File: config.mk
export PLATFORM = sky130hd
export DESIGN_NAME = srl_dly_ctrl
export DESIGN_NICKNAME = d
export VERILOG_FILES = /design/src/rtl/srl_dly_ctrl.sv
export SDC_FILE = /design/constraint.sdc
export NUM_CORES = 1
export LEC_CHECK = 0
export ABC_AREA = 1
export ABC_CLOCK_PERIOD_IN_PS = 4230
export BUFFER_PORTS_ARGS = -buffer_cell sky130_fd_sc_hd__buf_4
export CAP_MARGIN = 20
export CELL_PAD_IN_SITES_DETAIL_PLACEMENT = 1
export CELL_PAD_IN_SITES_GLOBAL_PLACEMENT = 2
export CORE_MARGIN = 4
export CORE_UTILIZATION = 34
export CTS_BUF_LIST = sky130_fd_sc_hd__clkbuf_2
export DETAILED_ROUTE_END_ITERATION = 10
export PLACE_DENSITY = 0.84
export SLEW_MARGIN = 20
export SYNTH_ARGS = -nofsm -noshare
export SYNTH_HDL_FRONTEND = slang
export SYNTH_SLANG_ARGS = --single-unit
File: constraint.sdc
create_clock -name CLK -period 4.23 [get_ports CLK]
set_input_delay 0.423 -clock CLK [delete_from_list [all_inputs] [get_ports CLK]]
set_output_delay 0.423 -clock CLK [all_outputs]
set_load 0.1 [all_outputs]
File: src/rtl/srl_dly_ctrl.sv
// Sequencer for a bank of cascaded 16-deep shift-register delay lines: delay request -> tap/stage select, refill gating.
// Optional macro SRL_DLY_FLUSH_EN adds a FLUSH output, high while the line refills.
module srl_dly_ctrl #(
  parameter int Stages = 2,
  parameter int DW     = 7
) (
  input  logic          CLK,
  input  logic          RST_N,
  input  logic          EN,
  input  logic          DLY_REQ,
  input  logic [DW-1:0] DLY,
  output logic          ACK,
  output logic          ERR,
  output logic          BUSY,
  output logic          SRL_CE,
  output logic [3:0]    SRL_A,
  output logic [2:0]    SRL_SEL,
  output logic [DW-1:0] CUR_DLY,
  output logic          OUT_VLD
`ifdef SRL_DLY_FLUSH_EN
  ,
  output logic          FLUSH
`endif
);

  typedef enum logic [1:0] {
    S_IDLE = 2'd0,
    S_LOAD = 2'd1,
    S_FILL = 2'd2,
    S_RUN  = 2'd3
  } state_t;

  localparam logic [DW-1:0] MAX_DLY = DW'(16 * Stages - 1);
  localparam logic [DW:0]   CNT_ONE = (DW + 1)'(1);

  state_t          r_state;
  logic [DW-1:0]   r_dly_lat;
  logic [DW:0]     r_fill_cnt;
  logic            r_ack;
  logic            r_err;
  logic            r_busy;
  logic [3:0]      r_srl_a;
  logic [2:0]      r_srl_sel;
  logic [DW-1:0]   r_cur_dly;
  logic            r_out_vld;
  logic            r_flush;

  state_t          w_state_nxt;
  logic [DW-1:0]   w_dly_lat_nxt;
  logic [DW:0]     w_fill_cnt_nxt;
  logic            w_ack_nxt;
  logic            w_err_nxt;
  logic            w_busy_nxt;
  logic [3:0]      w_srl_a_nxt;
  logic [2:0]      w_srl_sel_nxt;
  logic [DW-1:0]   w_cur_dly_nxt;
  logic            w_out_vld_nxt;
  logic            w_flush_nxt;
  logic            w_req_ok;
  logic [DW-1:0]   w_dly_stage;

  assign w_req_ok    = (DLY <= MAX_DLY);
  assign w_dly_stage = r_dly_lat >> 4;

  // Shift enable is combinational so the line and the fill counter stall on the same edge.
  assign SRL_CE = ((r_state == S_FILL) || (r_state == S_RUN)) ? EN : 1'b0;

  // Next-state and next-output computation.
  always_comb begin
    w_state_nxt    = r_state;
    w_dly_lat_nxt  = r_dly_lat;
    w_fill_cnt_nxt = r_fill_cnt;
    w_ack_nxt      = 1'b0;
    w_err_nxt      = 1'b0;
    w_busy_nxt     = r_busy;
    w_srl_a_nxt    = r_srl_a;
    w_srl_sel_nxt  = r_srl_sel;
    w_cur_dly_nxt  = r_cur_dly;
    w_out_vld_nxt  = r_out_vld;

    case (r_state)
      S_IDLE: begin
        if (DLY_REQ && w_req_ok) begin
          w_ack_nxt     = 1'b1;
          w_busy_nxt    = 1'b1;
          w_dly_lat_nxt = DLY;
          w_state_nxt   = S_LOAD;
        end else if (EN) begin
          w_err_nxt      = DLY_REQ;
          w_busy_nxt     = 1'b1;
          w_fill_cnt_nxt = {1'b0, r_cur_dly} + CNT_ONE;
          w_state_nxt    = S_FILL;
        end else begin
          w_err_nxt = DLY_REQ;
        end
      end
      S_LOAD: begin
        w_err_nxt      = DLY_REQ;
        w_srl_a_nxt    = r_dly_lat[3:0];
        w_srl_sel_nxt  = 3'(w_dly_stage);
        w_cur_dly_nxt  = r_dly_lat;
        w_fill_cnt_nxt = {1'b0, r_dly_lat} + CNT_ONE;
        w_out_vld_nxt  = 1'b0;
        w_state_nxt    = S_FILL;
      end
      S_FILL: begin
        w_err_nxt = DLY_REQ;
        // Counter sits at 1 on the last fill edge; OUT_VLD registers on that same edge.
        if (EN && (r_fill_cnt <= CNT_ONE)) begin
          w_fill_cnt_nxt = '0;
          w_out_vld_nxt  = 1'b1;
          w_busy_nxt     = 1'b0;
          w_state_nxt    = S_RUN;
        end else if (EN) begin
          w_fill_cnt_nxt = r_fill_cnt - CNT_ONE;
        end else begin
          w_fill_cnt_nxt = r_fill_cnt;
        end
      end
      S_RUN: begin
        if (DLY_REQ && w_req_ok) begin
          w_ack_nxt     = 1'b1;
          w_busy_nxt    = 1'b1;
          w_dly_lat_nxt = DLY;
          w_state_nxt   = S_LOAD;
        end else begin
          w_err_nxt = DLY_REQ;
        end
      end
      default: begin
        w_state_nxt = S_IDLE;
      end
    endcase

    w_flush_nxt = (w_state_nxt == S_FILL);
  end

  // State and output registers with synchronous active-low reset.
  always_ff @(posedge CLK) begin
    if (!RST_N) begin
      r_state    <= S_IDLE;
      r_dly_lat  <= '0;
      r_fill_cnt <= '0;
      r_ack      <= 1'b0;
      r_err      <= 1'b0;
      r_busy     <= 1'b0;
      r_srl_a    <= 4'd0;
      r_srl_sel  <= 3'd0;
      r_cur_dly  <= '0;
      r_out_vld  <= 1'b0;
      r_flush    <= 1'b0;
    end else begin
      r_state    <= w_state_nxt;
      r_dly_lat  <= w_dly_lat_nxt;
      r_fill_cnt <= w_fill_cnt_nxt;
      r_ack      <= w_ack_nxt;
      r_err      <= w_err_nxt;
      r_busy     <= w_busy_nxt;
      r_srl_a    <= w_srl_a_nxt;
      r_srl_sel  <= w_srl_sel_nxt;
      r_cur_dly  <= w_cur_dly_nxt;
      r_out_vld  <= w_out_vld_nxt;
      r_flush    <= w_flush_nxt;
    end
  end

  assign ACK     = r_ack;
  assign ERR     = r_err;
  assign BUSY    = r_busy;
  assign SRL_A   = r_srl_a;
  assign SRL_SEL = r_srl_sel;
  assign CUR_DLY = r_cur_dly;
  assign OUT_VLD = r_out_vld;

`ifdef SRL_DLY_FLUSH_EN
  assign FLUSH = r_flush;
`else
  logic w_flush_unused;
  assign w_flush_unused = r_flush;
`endif

endmodule
Yosys cells after proc, flatten, opt, wreduce, memory -nomap -nowiden:

Index checks and enable logic that the tools add are counted.
W data, S select, Z words.

* $add $sub $neg: 3
* order comparisons: 2
* equality and inequality tests: 9
* multiplexer cells: 21
* reductions and logical operators: 15

Operators with widths (number)
* $mux W8: 4
* $pmux W8 S3: 1
* $add A7 B1 Y8 const B: 2
* $le A8 B1 Y1 const B: 1
* $mux W1: 8
* $mux W2: 4
* $pmux W2 S4: 1
* $reduce_and A4 Y1: 2
* $sub A8 B1 Y8 const B: 1
* $le A7 B5 Y1 const B: 1
* $reduce_and A2 Y1: 3
* $reduce_bool A3 Y1: 2
* $eq A2 B2 Y1 const B: 2
* $ne A2 B1 Y1 const B: 2
* $ne A2 B2 Y1 const B: 2
* $pmux W1 S2: 2
* $reduce_or A2 Y1: 2
* $ne A3 B2 Y1 const B: 1
* $ne A3 B3 Y1 const B: 1
* $pmux W1 S3: 1
* $reduce_and A3 Y1: 1
* $eq A2 B1 Y1 const B: 1
* $logic_and A1 B1 Y1: 2
* $logic_not A2 Y1: 1
* 2 further kinds: 2

* register bits after elaboration: 35
* bits of input ports: 11
* output and inout bits: 19
* logic and storage cells: 60

Logic depth before layout (Yosys ltp):

* depth in word-level cells: 4
* depth in mapped cells: 13
* gate-level depth less buffers: 12

Least setup slack after synthesis:

No wires, ideal clock.

* path kind: register to output
* start point: register r_state[0]
* end point: output SRL_CE
* arrival time: 1.985 ns
* data required time: 3.807 ns
* setup slack: 1.822 ns
* cell stages (with the launch flop): 6
* path buffers: 1
* path through: dfxtp_1 inv_1 ha_1 buf_6 nor2_1 nor2_1

* cells in the longest elaborated chain, start to end: 3
* elaborated cells on any way between the ends: 4
* those cells by class: eq/ne (2); mux (1); reduce/logical (1)

Ends and longest elaborated chain
* start: declaration: line 36 `state_t r_state;`
* start signal: assignment: line 153 `r_state <= w_state_nxt;`
* $eq A2 B2 Y1: line 66 `assign SRL_CE = ((r_state == S_FILL) || (r_state == S_RUN)) ? EN : 1'b0;`
* $logic_or A1 B1 Y1 *: line 66
* $mux W1 *: line 66
* end: declaration: line 15 `output logic SRL_CE,`

Every way passes the cells marked *; elsewhere a longest branch is shown, timed or not.

Worst setup path after layout:

Ends and elaborated chain as after synthesis.

==> impl_metrics.env <==
export IMPL_status="finished clean"
export IMPL_n_antenna_cell=0
export IMPL_clk_pin_slew_ns=0.26
export IMPL_ir_drop_uv=274
export IMPL_antenna_found_initial=0
export IMPL_grt_usage_pct=14.0
export IMPL_r2r_slack_ns=2.18
export IMPL_syn_cell_area_um2=1630
export IMPL_gp_congestion=0.756
export IMPL_syn_num_nets=254
export IMPL_rows=24
export IMPL_synth_edf_count=0
export IMPL_cts_tree="built"
export IMPL_hold_buffers=0
export IMPL_async_flop_share_pct=0
export IMPL_final_antenna_net_count=0
export IMPL_dr_pass1_iters=4
export IMPL_synth_common_cells="41 x nand2_1, 34 x nor2_1, 28 x dfxtp_1, 27 x inv_1, 22 x a21oi_1"
export IMPL_yosysTopAreaCell="dfxtp_1"
export IMPL_routed_wl_um=3950
export IMPL_stdcell_area_um2=1820
export IMPL_timing_final_hold_violations=0
export IMPL_wire_per_inst_um=12.8
export IMPL_synth_area_leaders="dfxtp_1 34%, nand2_1 9.5%, nor2_1 7.8%, a21oi_1 6.8%, inv_1 6.2%"
export IMPL_num_vias=1459
export IMPL_worstSetupEndpointType="primary output"
export IMPL_cts_resized_gates=0
export IMPL_hp_class="primary input to flop"
export IMPL_cp_arrival_ns=1.84
export IMPL_ys_seq_elements=28
export IMPL_route_detailed_drc=0
export IMPL_post_cts_buffers=0
export IMPL_nNetsFinal=275
export IMPL_ys_seq_area_share_pct=34.5
export IMPL_grt_pass1_wl_um=6830
export IMPL_drv_slew=0
export IMPL_dieArea_um2=5950
export IMPL_die_w_um=77.2
export IMPL_clock_sinks=28
export IMPL_cts_root_buf="clkbuf_2"
export IMPL_syn2layout_area_growth_pct=12.0
export IMPL_fin_tns_setup_ns=0
export IMPL_cp_max_fo=9
export IMPL_synth_yosys_warnings=0
export IMPL_leakage_nw=0.862
export IMPL_numCtsBuffers=3
export IMPL_coreArea_um2=4500
export IMPL_synth_most_common_cell="nand2_1"
export IMPL_clk_path_buf_depth=2
export IMPL_place_area_um2=1800
export IMPL_finalCritPeriodShare_pct=53.4
export IMPL_start_util_pct=36.1
export IMPL_fin_skew_ns=0.00959
export IMPL_powerDensity_nw_per_um2=618
export IMPL_fp_dieH_um=77.2
export IMPL_rsz0062_at_grt="no"
export IMPL_fill_cells=610
export IMPL_max_slew_margin_rel_pct=69.4
export IMPL_layout_min_cycle_time_ns=2.26
export IMPL_tightest_slew_ns=0.459
export IMPL_drive_above_1_share_pct=20.3
export IMPL_cts_htree_levels=1
export IMPL_synthCells=236
export IMPL_critical_path_startpoint_type="flop"
export IMPL_synth_top_area_share_pct=34.5
export IMPL_synth_cell_types=26
export IMPL_clock_latency_ns=0.37
export IMPL_grt_pass1_vias=1477
export IMPL_syn_area_per_cell_um2=6.89
export IMPL_port_buffers=29
export IMPL_ys_flop_type="dfxtp_1"
export IMPL_maxCapViolCount=0
export IMPL_required_ns=3.81
export IMPL_hold_ws_ns=0.248
export IMPL_finalSetupViolations=0
export IMPL_place_hpwl_um=3110
export IMPL_fin_ws_ns=1.97
export IMPL_critPathKind="flop to primary output"
export IMPL_grt_max_degree=18
export IMPL_ios=30
export IMPL_timing_fmax_ghz=0.443
export IMPL_grt_ovfl_total=0
export IMPL_pre_cts_ws_ns=2.17
export IMPL_via_per_inst=4.74
export IMPL_drt_iter0_markers=44
where the power goes:
| part | switching [mW] | internal, mW |
|---|---|---|
| clock | 0.0833 | 0.0205 |
| sequential | 0.0476 | 0.317 |
| combinational | 0.467 | 0.189 |
| total | 0.598 | 0.527 |
critical path, stage by stage (launching register included):
cell	delay, ns
dfxtp_1	0.40
inv_1	0.08
ha_1	0.43
nor2_1	0.14
nor2_1	0.12
buf_4	0.30
metal layers:
metal / up-vias / share of wire, % / global-route usage (%)
met3: 2 / 3.4 / 3.04
met1: 656 / 50 / 18.4
met2: 20 / 46 / 23.6
met5: - / 0 / 0
li1: 781 / - / -
met4: 0 / 0.53 / 2.85
per-stage QoR:
stage | util [%] | power [mW] | cells
2_1_floorplan | - | 0.908 | 236
3_3_place_gp | 40.0 | 1.03 | 304
3_5_place_dp | 40.0 | 1.03 | 304
4_1_cts | 40.4 | 1.14 | 308
5_1_grt | 40.4 | 1.23 | 308
6_report | 40.4 | 1.13 | 308
path summary, 6_finish.rpt:
path	cells past startpoint	from	to
hold reg to reg	2	BUSY	BUSY
setup reg to reg	10	r_state[1]	r_fill_cnt[6]
hold / removal	3	DLY_REQ	ERR
setup / recovery	5	r_state[0]	SRL_CE
cell usage in the layout, fill, tap and decap left out:
master    synthesis  layout
a21oi_1          22      22
buf_4             7      29
clkbuf_2          0       3
clkinv_1          0       1
dfxtp_1          28      28
ha_1              7       7
inv_1            27      27
inv_2             3       3
nand2_1          41      41
nand2_2           7       7
nand2_4           2       2
nand2b_1          1       1
nand3_1          16      16
nand3_2           2       2
nand4_1           1       1
nor2_1           34      34
nor2_2            3       3
nor2_4            1       1
nor3_1            1       1
o21a_1            1       1
o21ai_0          17      17
o21ai_1           4       4
o21ai_2           1       1
or2_2             1       1
xor2_1            3       3
cell type report:
class | count | area, µm² | area share, %
Clock inverter | 1 | 3.75 | 0.206
Tap cell | 52 | 65.1 | 3.57
Sequential cell | 28 | 561 | 30.8
Clock buffer | 3 | 15.0 | 0.824
Timing Repair Buffer | 29 | 218 | 12.0
Multi-Input combinational cell | 165 | 847 | 46.5
Inverter | 30 | 113 | 6.18
registers in the layout, indices dropped and copies added (netlist names):
register / cells
SRL_A: 3
r_dly_lat: 7
CUR_DLY: 1
OUT_VLD: 1
ACK: 1
SRL_SEL: 3
r_state: 2
ERR: 1
r_fill_cnt: 8
BUSY: 1
cells by family after synthesis:
logic type	count (synthesis)	synth area share (%)
compound gates	45	14.2
xor+xnor	3	1.62
fa+ha+maj	7	5.38
buf+inv	43	13.5
flops	28	34.5
simple gates	110	30.8
Power figures use the tool's default switching activity.
